===== src/rtl/stopwatch_pkg.sv =====
// Shared widths, default digit limits and FSM state encoding for the stopwatch.
package stopwatch_pkg;

    localparam int BCD_W            = 4;
    localparam int SEC_TENS_MAX_DEF = 5;
    localparam int MIN_TENS_MAX_DEF = 5;
    localparam int ONES_MAX_DEF     = 9;

    typedef enum logic [1:0] {
        IDLE   = 2'd0,
        RUN    = 2'd1,
        PAUSED = 2'd2
    } sw_state_t;

endpackage


===== src/rtl/bcd_digit.sv =====
// One BCD counter digit: counts 0..MAX on en, wraps to 0 and raises carry at MAX.
module bcd_digit
    import stopwatch_pkg::*;
#(
    parameter int MAX = ONES_MAX_DEF
) (
    input  logic             clk,
    input  logic             reset,
    input  logic             clr,
    input  logic             en,
    output logic [BCD_W-1:0] q,
    output logic             carry
);

    localparam logic [BCD_W-1:0] MAX_V = BCD_W'(MAX);

    logic [BCD_W-1:0] r_q;
    logic             w_at_max;

    assign w_at_max = (r_q == MAX_V);
    assign carry    = en & w_at_max;
    assign q        = r_q;

    always_ff @(posedge clk) begin
        if (reset || clr) begin
            r_q <= '0;
        end else if (en) begin
            r_q <= w_at_max ? '0 : r_q + 1'b1;
        end
    end

endmodule


===== src/rtl/stopwatch_time_counter.sv =====
// MM:SS BCD stopwatch driven by an edge-detected slow tick, with start/pause/clear FSM.
// state  | meaning
// IDLE   | time held at 00:00, not counting
// RUN    | counting one second per tick rise
// PAUSED | time frozen at its last value
module stopwatch_time_counter
    import stopwatch_pkg::*;
#(
    parameter int SEC_TENS_MAX = SEC_TENS_MAX_DEF,
    parameter int MIN_TENS_MAX = MIN_TENS_MAX_DEF,
    parameter int ONES_MAX     = ONES_MAX_DEF
) (
    input  logic             clk,
    input  logic             reset,
    input  logic             tick_in,
    input  logic             start_stop,
    input  logic             clear,
    output logic [BCD_W-1:0] sec_ones,
    output logic [BCD_W-1:0] sec_tens,
    output logic [BCD_W-1:0] min_ones,
    output logic [BCD_W-1:0] min_tens,
    output logic             running,
    output logic             rollover
);

    logic      r_tick_q, r_ss_q, r_clr_q;
    logic      w_rise_tick, w_rise_ss, w_rise_clr;
    sw_state_t r_state, w_next;
    logic      r_running, r_rollover;
    logic      w_inc, w_clr_digits;
    logic      w_so_carry, w_st_carry, w_mo_carry, w_mt_carry;

    // Button history resets high so a button held through reset is not seen as a press.
    always_ff @(posedge clk) begin
        if (reset) begin
            r_tick_q <= 1'b0;
            r_ss_q   <= 1'b1;
            r_clr_q  <= 1'b1;
        end else begin
            r_tick_q <= tick_in;
            r_ss_q   <= start_stop;
            r_clr_q  <= clear;
        end
    end

    assign w_rise_tick = tick_in & ~r_tick_q;
    assign w_rise_ss   = start_stop & ~r_ss_q;
    assign w_rise_clr  = clear & ~r_clr_q;

    always_ff @(posedge clk) begin
        if (reset) begin
            r_state    <= IDLE;
            r_running  <= 1'b0;
            r_rollover <= 1'b0;
        end else begin
            r_state    <= w_next;
            r_running  <= (w_next == RUN);
            r_rollover <= w_mt_carry;
        end
    end

    // Clear beats start_stop whenever clear is honoured (outside RUN).
    always_comb begin
        w_next = r_state;
        case (r_state)
            IDLE: begin
                if (w_rise_clr)     w_next = IDLE;
                else if (w_rise_ss) w_next = RUN;
            end
            RUN: begin
                if (w_rise_ss)      w_next = PAUSED;
            end
            PAUSED: begin
                if (w_rise_clr)     w_next = IDLE;
                else if (w_rise_ss) w_next = RUN;
            end
            default: w_next = IDLE;
        endcase
    end

    // Registered state gates the count: the pausing tick counts, the starting tick does not.
    assign w_inc        = (r_state == RUN) & w_rise_tick;
    assign w_clr_digits = w_rise_clr & (r_state != RUN);

    bcd_digit #(.MAX(ONES_MAX)) u_sec_ones (
        .clk   (clk),
        .reset (reset),
        .clr   (w_clr_digits),
        .en    (w_inc),
        .q     (sec_ones),
        .carry (w_so_carry)
    );

    bcd_digit #(.MAX(SEC_TENS_MAX)) u_sec_tens (
        .clk   (clk),
        .reset (reset),
        .clr   (w_clr_digits),
        .en    (w_so_carry),
        .q     (sec_tens),
        .carry (w_st_carry)
    );

    bcd_digit #(.MAX(ONES_MAX)) u_min_ones (
        .clk   (clk),
        .reset (reset),
        .clr   (w_clr_digits),
        .en    (w_st_carry),
        .q     (min_ones),
        .carry (w_mo_carry)
    );

    bcd_digit #(.MAX(MIN_TENS_MAX)) u_min_tens (
        .clk   (clk),
        .reset (reset),
        .clr   (w_clr_digits),
        .en    (w_mo_carry),
        .q     (min_tens),
        .carry (w_mt_carry)
    );

    assign running  = r_running;
    assign rollover = r_rollover;

endmodule


===== config.mk =====
export PLATFORM = sky130hd
export DESIGN_NAME = stopwatch_time_counter
export DESIGN_NICKNAME = d
export VERILOG_FILES = /design/src/rtl/stopwatch_pkg.sv /design/src/rtl/bcd_digit.sv /design/src/rtl/stopwatch_time_counter.sv
export SDC_FILE = /design/constraint.sdc
export NUM_CORES = 1
export LEC_CHECK = 0
export CORE_ASPECT_RATIO = 1.1
export CORE_MARGIN = 5
export CORE_UTILIZATION = 43
export CTS_CLUSTER_SIZE = 8
export DETAILED_ROUTE_END_ITERATION = 10
export PLACE_DENSITY = 0.75
export RECOVER_POWER = 100
export SYNTH_ARGS = -nofsm -noshare
export SYNTH_HDL_FRONTEND = slang
export SYNTH_SLANG_ARGS = --single-unit
export TNS_END_PERCENT = 50

===== constraint.sdc =====
create_clock -name clk -period 1.5 [get_ports clk]
set_input_delay 0.3 -clock clk [delete_from_list [all_inputs] [get_ports clk]]
set_output_delay 0.3 -clock clk [all_outputs]
set_load 0.03 [all_outputs]

==> metrics.md, run 1 <==
| Metric | Value |
|---|---|
| Worst Skew | `roughly 0.0018 ns` |
| Hold Crit Depth | `2` |
| Distinct cells, synth | `35` |
| RSZ-0062 raised after global routing | `true` |
| Chip width | `around 56 um` |
| Post-Syn Area | `1021 sq um` |
| RD Place Congestion | `0.8209` |
| Die ar. | `3450 sq um` |
| CP Cell Sequence | `and4bb_2 > buf_6 > clkbuf_2 > nand2_2 > nand4bb_1 > a31oi_1` |
| I/O pin cnt | `23` |
| Yosys reg bits | `23` |
| Crit Path Category | `register to register` |
| Sw Pwr | `~220 uW` |
| CP Max Fanout | `7` |
| Synth Instances | `113` |
| Power Internal | `~750 uW` |
| Core Box Area | `2252 sq um` |
| Comb pwr share | `6.1%` |
| Initial core utilization | `45.33%` |
| Fillers | `approximately 200` |
| Crit start category | `register` |
| Sequential share of the synthesized area | `45.10%` |
| Register share of total power | `a little under two thirds` |
| Pwr Total | `a little under 1 mW` |
| Setup WS post-layout | `-0.02561 ns` |
| Row count | `18` |
| Share of cells above drive strength 1 | `a little under 30%` |
| Area leader, netlist | `dfxtp_1` |
| Mean post-synth cell area | `9.035 sq um` |
| Via Count | `a little under 1,000` |
| CTS tree | `yes` |
| CP endpoint kind | `register` |
| 1st-iter DRT viols | `20` |
| Die Y | `~60 um` |
| First-pass GRT wire length | `between 3000 and 4000 um` |
| Via/cell ratio | `5.237` |
| CTS max path bufs | `2` |
| HP Start | `tick_in` |
| DR pass1 iterations | `4` |
| EDFF count, synth | `0` |
| Worst Setup SP | `r_state[1]` |
| Worst Reg-to-Reg Cells | `6` |
| Port buffer count | `22` |
| Crit-path max cell delay | `~0.36 ns` |
| Status | `finished, violations left` |
| Clk pwr share | `about 30%` |
| Post-synth top flop | `dfxtp_1` |
| Crit path DAT | `roughly 1.8 ns` |
| Rel. slew slack | `between 70% and 80%` |
| Synth cell count leaders | `dfxtp_1 (23), nor2_1 (11), nand2_1 (9)` |
| R2R Path Start | `r_state[1]` |
| Final Hold Viols | `0` |
| Layout area overhead | `45.83%` |
| CTS Buf Count | `3` |
| Post-synth ARST share | `0%` |
| Leak | `approximately 0.61 nW` |
| Initial antenna violation count | `0` |
| Routed Antenna Nets | `0` |
| Root buffer cell | `clkbuf_4` |
| Most common cell in the synthesized netlist | `dfxtp_1` |
| Slew @ Worst Pin | `about 0.37 ns` |
| Final core occ | `66.11%` |
| Total congestion overflow | `0` |
| Placement Setup Slack | `-0.4192 ns` |
| Sw Share | `22.60%` |
| Share of the synthesized area in the top cell type | `a little under half` |
| WHS | `approximately 0.27 ns` |
| Slowest CP cell | `and4bb_2` |
| Top post-synthesis cells by area | `dfxtp_1 (45%), nor2b_1 (4.3%), nor2_1 (4.0%), a21oi_1 (3.4%), o21ai_0 (3.4%)` |
| Clk sink count | `23` |
| Failing checks | `negative setup slack` |
| Final min period | `roughly 1.5 ns` |
| Final Cycle Share | `101.7%` |
| DR WL/cell | `roughly 13 um` |
| CTS HTree Levels | `1` |
| Placed wire-length estimate | `between 1500 and 2000 um` |
| Setup-failing EPs final | `3` |
| N_diodes | `0` |
| Final #Nets | `between 150 and 200` |
| Fmax achieved | `approximately 660 MHz` |
| CTS clk-pin slew, worst paths | `~0.12 ns` |
| Largest net degree at the start of global routing | `18` |
| Power Dens Cells | `649.2 nW/um^2` |
| Tot GR Track Use | `between 10 and 15%` |
| Hold Buf Count CTS | `0` |
| Worst Path Required | `1.73 ns` |
| Net count after synthesis | `between 100 and 150` |
| Remaining routing DRC violations | `0` |
| Min-Delay Path Class | `primary input to register` |
| Vias in the first global route | `~960` |
| Yosys Warn Count | `0` |
| Sum of negative setup slack | `-0.05871 ns` |
| VDD IR max | `412.3 uV` |
| Final wirelength | `2432 um` |
| Max Slew Vio Count | `0` |
| Max cap viols | `0` |
| Clk Latency, worst-skew pair | `about 0.31 ns` |
## area by class of cell
cell class                      instances  area, sq um  area share (%)
Timing Repair Buffer                   41        352.8           23.70
Inverter                                4        15.01           1.008
Multi-Input combinational cell         84        579.3           38.91
Sequential cell                        23        478.0           32.10
Tap cell                               30        37.54           2.521
Clock buffer                            4        26.28           1.765
## power groups by stage
| stage | Combinational (mW) | Clock [mW] | Sequential [mW] |
|---|---|---|---|
| 6_report | 0.0591 | 0.290 | 0.618 |
| 5_1_grt | 0.0646 | 0.329 | 0.620 |
| 4_1_cts | 0.0606 | 0.301 | 0.618 |
| 3_5_place_dp | 0.0614 | 0 | 0.632 |
| 3_3_place_gp | 0.0602 | 0 | 0.631 |
| 2_1_floorplan | 0.0233 | 0 | 0.636 |
## layout by cell type (no fill, tap or decap), types with 3 or more instances in the layout
master,instances
buf_4,15
dlygate4sd2_1,13
dfxtp_1,13
nor2_1,11
nand2_1,8
dfxtp_2,8
nor2b_1,7
o21ai_0,7
inv_1,4
a21oi_1,4
clkdlybuf4s15_1,4
a31oi_1,3
nand3_1,3
xor2_1,3
a21oi_2,3
or3_1,3
clkbuf_4,3
clkbuf_1,3
## kinds of logic (layout without fill, tap and decap cells)
family,after synthesis,after routing,synth area share (%)
simple gates,55,55,33.33
flops,23,23,45.10
compound gates,22,22,12.75
buf+inv,6,49,2.573
xor+xnor,5,5,4.290
mux,2,2,1.961
## worst max-delay path, delay by kind of cell (launching register included)
kind	cells	cell delay, ns
flip-flops	1	0.35
buffers and inverters	2	0.29
AO/OA/AOI/OAI	1	0.20
AND/OR/NAND/NOR	3	0.63
## sequential cells by signal, indices dropped and copies added (netlist names)
| register | cells |
|---|---|
| r_ss_q | 1 |
| u_sec_tens.q | 4 |
| running | 1 |
| u_min_tens.q | 4 |
| r_tick_q | 1 |
| r_state | 2 |
| rollover | 1 |
| r_clr_q | 1 |
| u_min_ones.q | 4 |
| u_sec_ones.q | 4 |
## through the flow
step                      cell area, sq um  instances
after CTS                             1445        183
after floorplan                       1047        113
after global routing                  1489        186
after global placement                1426        179
final                                 1489        186
after detailed placement              1426        179
## repair_timing
item,CTS,global route
endpoints found under the setup margin,26,12
setup buffers,0,3
pin swaps,1,10
resized for setup,22,16
## final timing paths
kind                     end  slack (ns)
max          u_sec_ones.q[3]       -0.03
min                 r_tick_q        0.27
max reg2reg  u_sec_ones.q[3]       -0.03
min reg2reg  u_min_ones.q[3]        0.53
## metal layers
metal / global-route usage [%] / part of all wire [%] / up-vias
li1: - / - / 494
met1: 15.45 / 43 / 456
met2: 27.72 / 52 / 20
met3: 3.145 / 3.7 / 4
met4: 8.475 / 0.95 / 0
met5: 0 / 0 / -
Power figures use the tool's default switching activity.
==> inputs of run 2 (changes only) <==
--- a/config.mk
+++ b/config.mk
@@ -14,2 +14,3 @@
 export RECOVER_POWER = 100
+export REMOVE_ABC_BUFFERS = 1
 export SYNTH_ARGS = -nofsm -noshare
==> constraint.sdc (replaced) <==
create_clock -name clk -period 1.5 [get_ports clk]
set_input_delay 0.225 -clock clk [delete_from_list [all_inputs] [get_ports clk]]
set_output_delay 0.225 -clock clk [all_outputs]
set_load 0.03 [all_outputs]
==> run 2 against run 1 <==
  * The flow still finishes with violations (negative setup slack)
  * Register-to-register slack about the same
  * Critical path depth is 2 lower
  * Hold slack better by 0.22 ns
  * Total power grew 0.14%
  * Non-clock buffer count up 6
  * Core utilization rose by 1.0 points
  * Sequential power is essentially flat
  * Sequential share of layout area decreased by 1.6 points
  * Die area unchanged
  * Critical endpoint is now u_min_ones.q[2]
  * Highest routed layer unchanged
==> metrics.md, run 2 (same netlist as run 1, synthesis figures left out) <==
| Metric | Value |
|---|---|
| Status | `finished, violations left` |
| Failing checks | `negative setup slack` |
| Most frequent cells in the layout | `buf_4 (23), dfxtp_1 (22), dlygate4sd2_1 (17)` |
| Fmax achieved | `between 600 and 700 MHz` |
| Tot GR Track Use | `about an eighth` |
| Multi-input gate area | `about 580 sq um` |
| Clk sink count | `23` |
| Register area | `around 460 sq um` |
| Via/cell ratio | `between 5 and 6` |
| Max Slew Vio Count | `0` |
| Setup-failing EPs final | `3` |
| Final min period | `between 1.5 and 2 ns` |
| Final #Nets | `~170` |
| Clk Latency, worst-skew pair | `0.30 ns` |
| Finished Layout Cells | `between 150 and 200` |
| Initial core utilization | `45.33%` |
| Worst Hold End | `r_tick_q` |
| RR Endpoint | `u_min_ones.q[2]` |
| CTS Buf Count | `3` |
| Power Dens Cells | `approximately 640 nW/um^2` |
| CTS tree | `yes` |
| DR WL/cell | `between 10 and 15 um` |
| Remaining routing DRC violations | `0` |
| Root buffer cell | `clkbuf_4` |
| DP Cell Count | `roughly 190` |
| Sum of negative setup slack | `-0.04256 ns` |
| Crit Path Category | `register to register` |
| Row count | `18` |
| Worst Reg-to-Reg Cells | `4` |
| Worst Skew | `around 0.0047 ns` |
| Slew @ Worst Pin | `between 0.3 and 0.4 ns` |
| Vias in the first global route | `roughly 860` |
| Placed wire-length estimate | `~1700 um` |
| Core Box Area | `about 2300 sq um` |
| First-pass GRT wire length | `around 3600 um` |
| Via Count | `just under 1,000` |
| Final core occ | `67.11%` |
| Routed Antenna Nets | `0` |
| R2R Path Start | `r_state[1]` |
| Fillers | `roughly 190` |
| Share of cells above drive strength 1 | `around 27%` |
| Final Cycle Share | `102.0%` |
| RD Place Congestion | `slightly above 0.8` |
| Min-Delay Path Class | `primary input to register` |
| I/O pin cnt | `23` |
| Port buffer count | `22` |
| Commonest non-fill, non-tap cell in the layout | `buf_4` |
| N_diodes | `0` |
| Hold Crit Depth | `2` |
| Final wirelength | `2245 um` |
| Rel. slew slack | `slightly below 80%` |
| CP Max Fanout | `6` |
| WHS | `approximately 0.49 ns` |
| CTS clk-pin slew, worst paths | `0.13 ns` |
| Hold Buf Count CTS | `0` |
| Area after DPL | `~1500 sq um` |
| Crit start category | `register` |
| Die Y | `61.11 um` |
| Total congestion overflow | `0` |
| 1st-iter DRT viols | `24` |
| VDD IR max | `approximately 470 uV` |
| Max cap viols | `0` |
| CTS max path bufs | `2` |
| Slowest CP cell | `or3_4` |
| CTS HTree Levels | `1` |
| CP Cell Sequence | `and4bb_2 > nand4_1 > or3_4 > a21oi_2` |
| DR pass1 iterations | `4` |
| Initial antenna violation count | `0` |
| Crit-path max cell delay | `between 0.4 and 0.5 ns` |
| Layout area overhead | `48.04%` |
| Critical path's top delay family | `simple AND/OR/NAND/NOR gates` |
| CP endpoint kind | `register` |
| RSZ-0062 raised after global routing | `true` |
| Largest net degree at the start of global routing | `18` |
| Crit path DAT | `between 1.5 and 2 ns` |
| Chip width | `56.46 um` |
| Buf/Inv on CP | `0` |
| Die ar. | `3450 sq um` |
| Reg2Reg Setup Slack | `-0.03 ns` |
| Worst Path Required | `roughly 1.8 ns` |
| Post-route cell area | `1511 sq um` |
| Final Hold Viols | `0` |
| HP Start | `tick_in` |
| Setup WS post-layout | `-0.02980 ns` |
| Leak | `0.6431 nW` |
-- run 2: cell count changes in the layout (fill, tap and decap cells not counted), moves of 2 or more --
cell,before,now
dfxtp_1,13,22
buf_4,15,23
dfxtp_2,8,1
dlygate4sd2_1,13,17
clkdlybuf4s15_1,4,1
a21oi_1,4,2
a21oi_2,3,5
dfxtp_4,2,0
-- run 2: how the worst max path moves through the flow --
stage                                from              end  slack, ns  cells after the start
after CTS                 u_sec_ones.q[2]  u_min_ones.q[2]     -0.004                      4
final                          r_state[1]  u_min_ones.q[2]      -0.03                      4
after global placement            tick_in  u_min_tens.q[1]      -0.29                      5
after global routing           r_state[1]  u_min_ones.q[2]      -0.10                      4
after detailed placement          tick_in  u_min_ones.q[2]      -0.33                      5
after floorplan           u_sec_ones.q[0]  u_min_tens.q[3]      -0.21                      4
-- run 2: metal layers --
| layer | part of all wire [%] | vias up | global-route usage (%) | wire [um] |
|---|---|---|---|---|
| met5 | 0 | - | 0 | 0 |
| met4 | 0.27 | 0 | 3.051 | 6 |
| met3 | 3.3 | 2 | 2.725 | 74 |
| met2 | 47 | 19 | 22.94 | 1063 |
| met1 | 49 | 446 | 16.07 | 1101 |
| li1 | - | 503 | - | - |
-- run 2: cell type report --
| cell class | instances | area share, % |
|---|---|---|
| timing repair buffer | 47 | 26.16 |
| clock buffer | 4 | 1.738 |
| tap | 30 | 2.483 |
| multi-input combinational | 84 | 38.08 |
| inverter | 4 | 0.9934 |
| sequential | 23 | 30.55 |
-- run 2: metrics by stage --
| step | power, mW | setup WS [ns] |
|---|---|---|
| after detailed placement | 0.6976 | -0.3276 |
| after floorplan | 0.6606 | -0.2110 |
| after CTS | 0.9785 | -0.004490 |
| final | 0.9680 | -0.02980 |
| after global routing | 1.015 | -0.1005 |
| after global placement | 0.6968 | -0.2930 |
-- run 2: power breakdown --
part / internal, mW / switching (mW) / total, mW
clock: 0.104 / 0.182 / 0.285
combinational: 0.0311 / 0.0311 / 0.0621
sequential: 0.619 / 0.00225 / 0.621
-- run 2: what timing repair did --
item | 4_1_cts | 5_1_grt
pin swaps | 0 | 7
buffers inserted | 0 | 2
setup endpoints to repair | 23 | 9
cloned | 0 | 0
gates resized for setup | 20 | 12
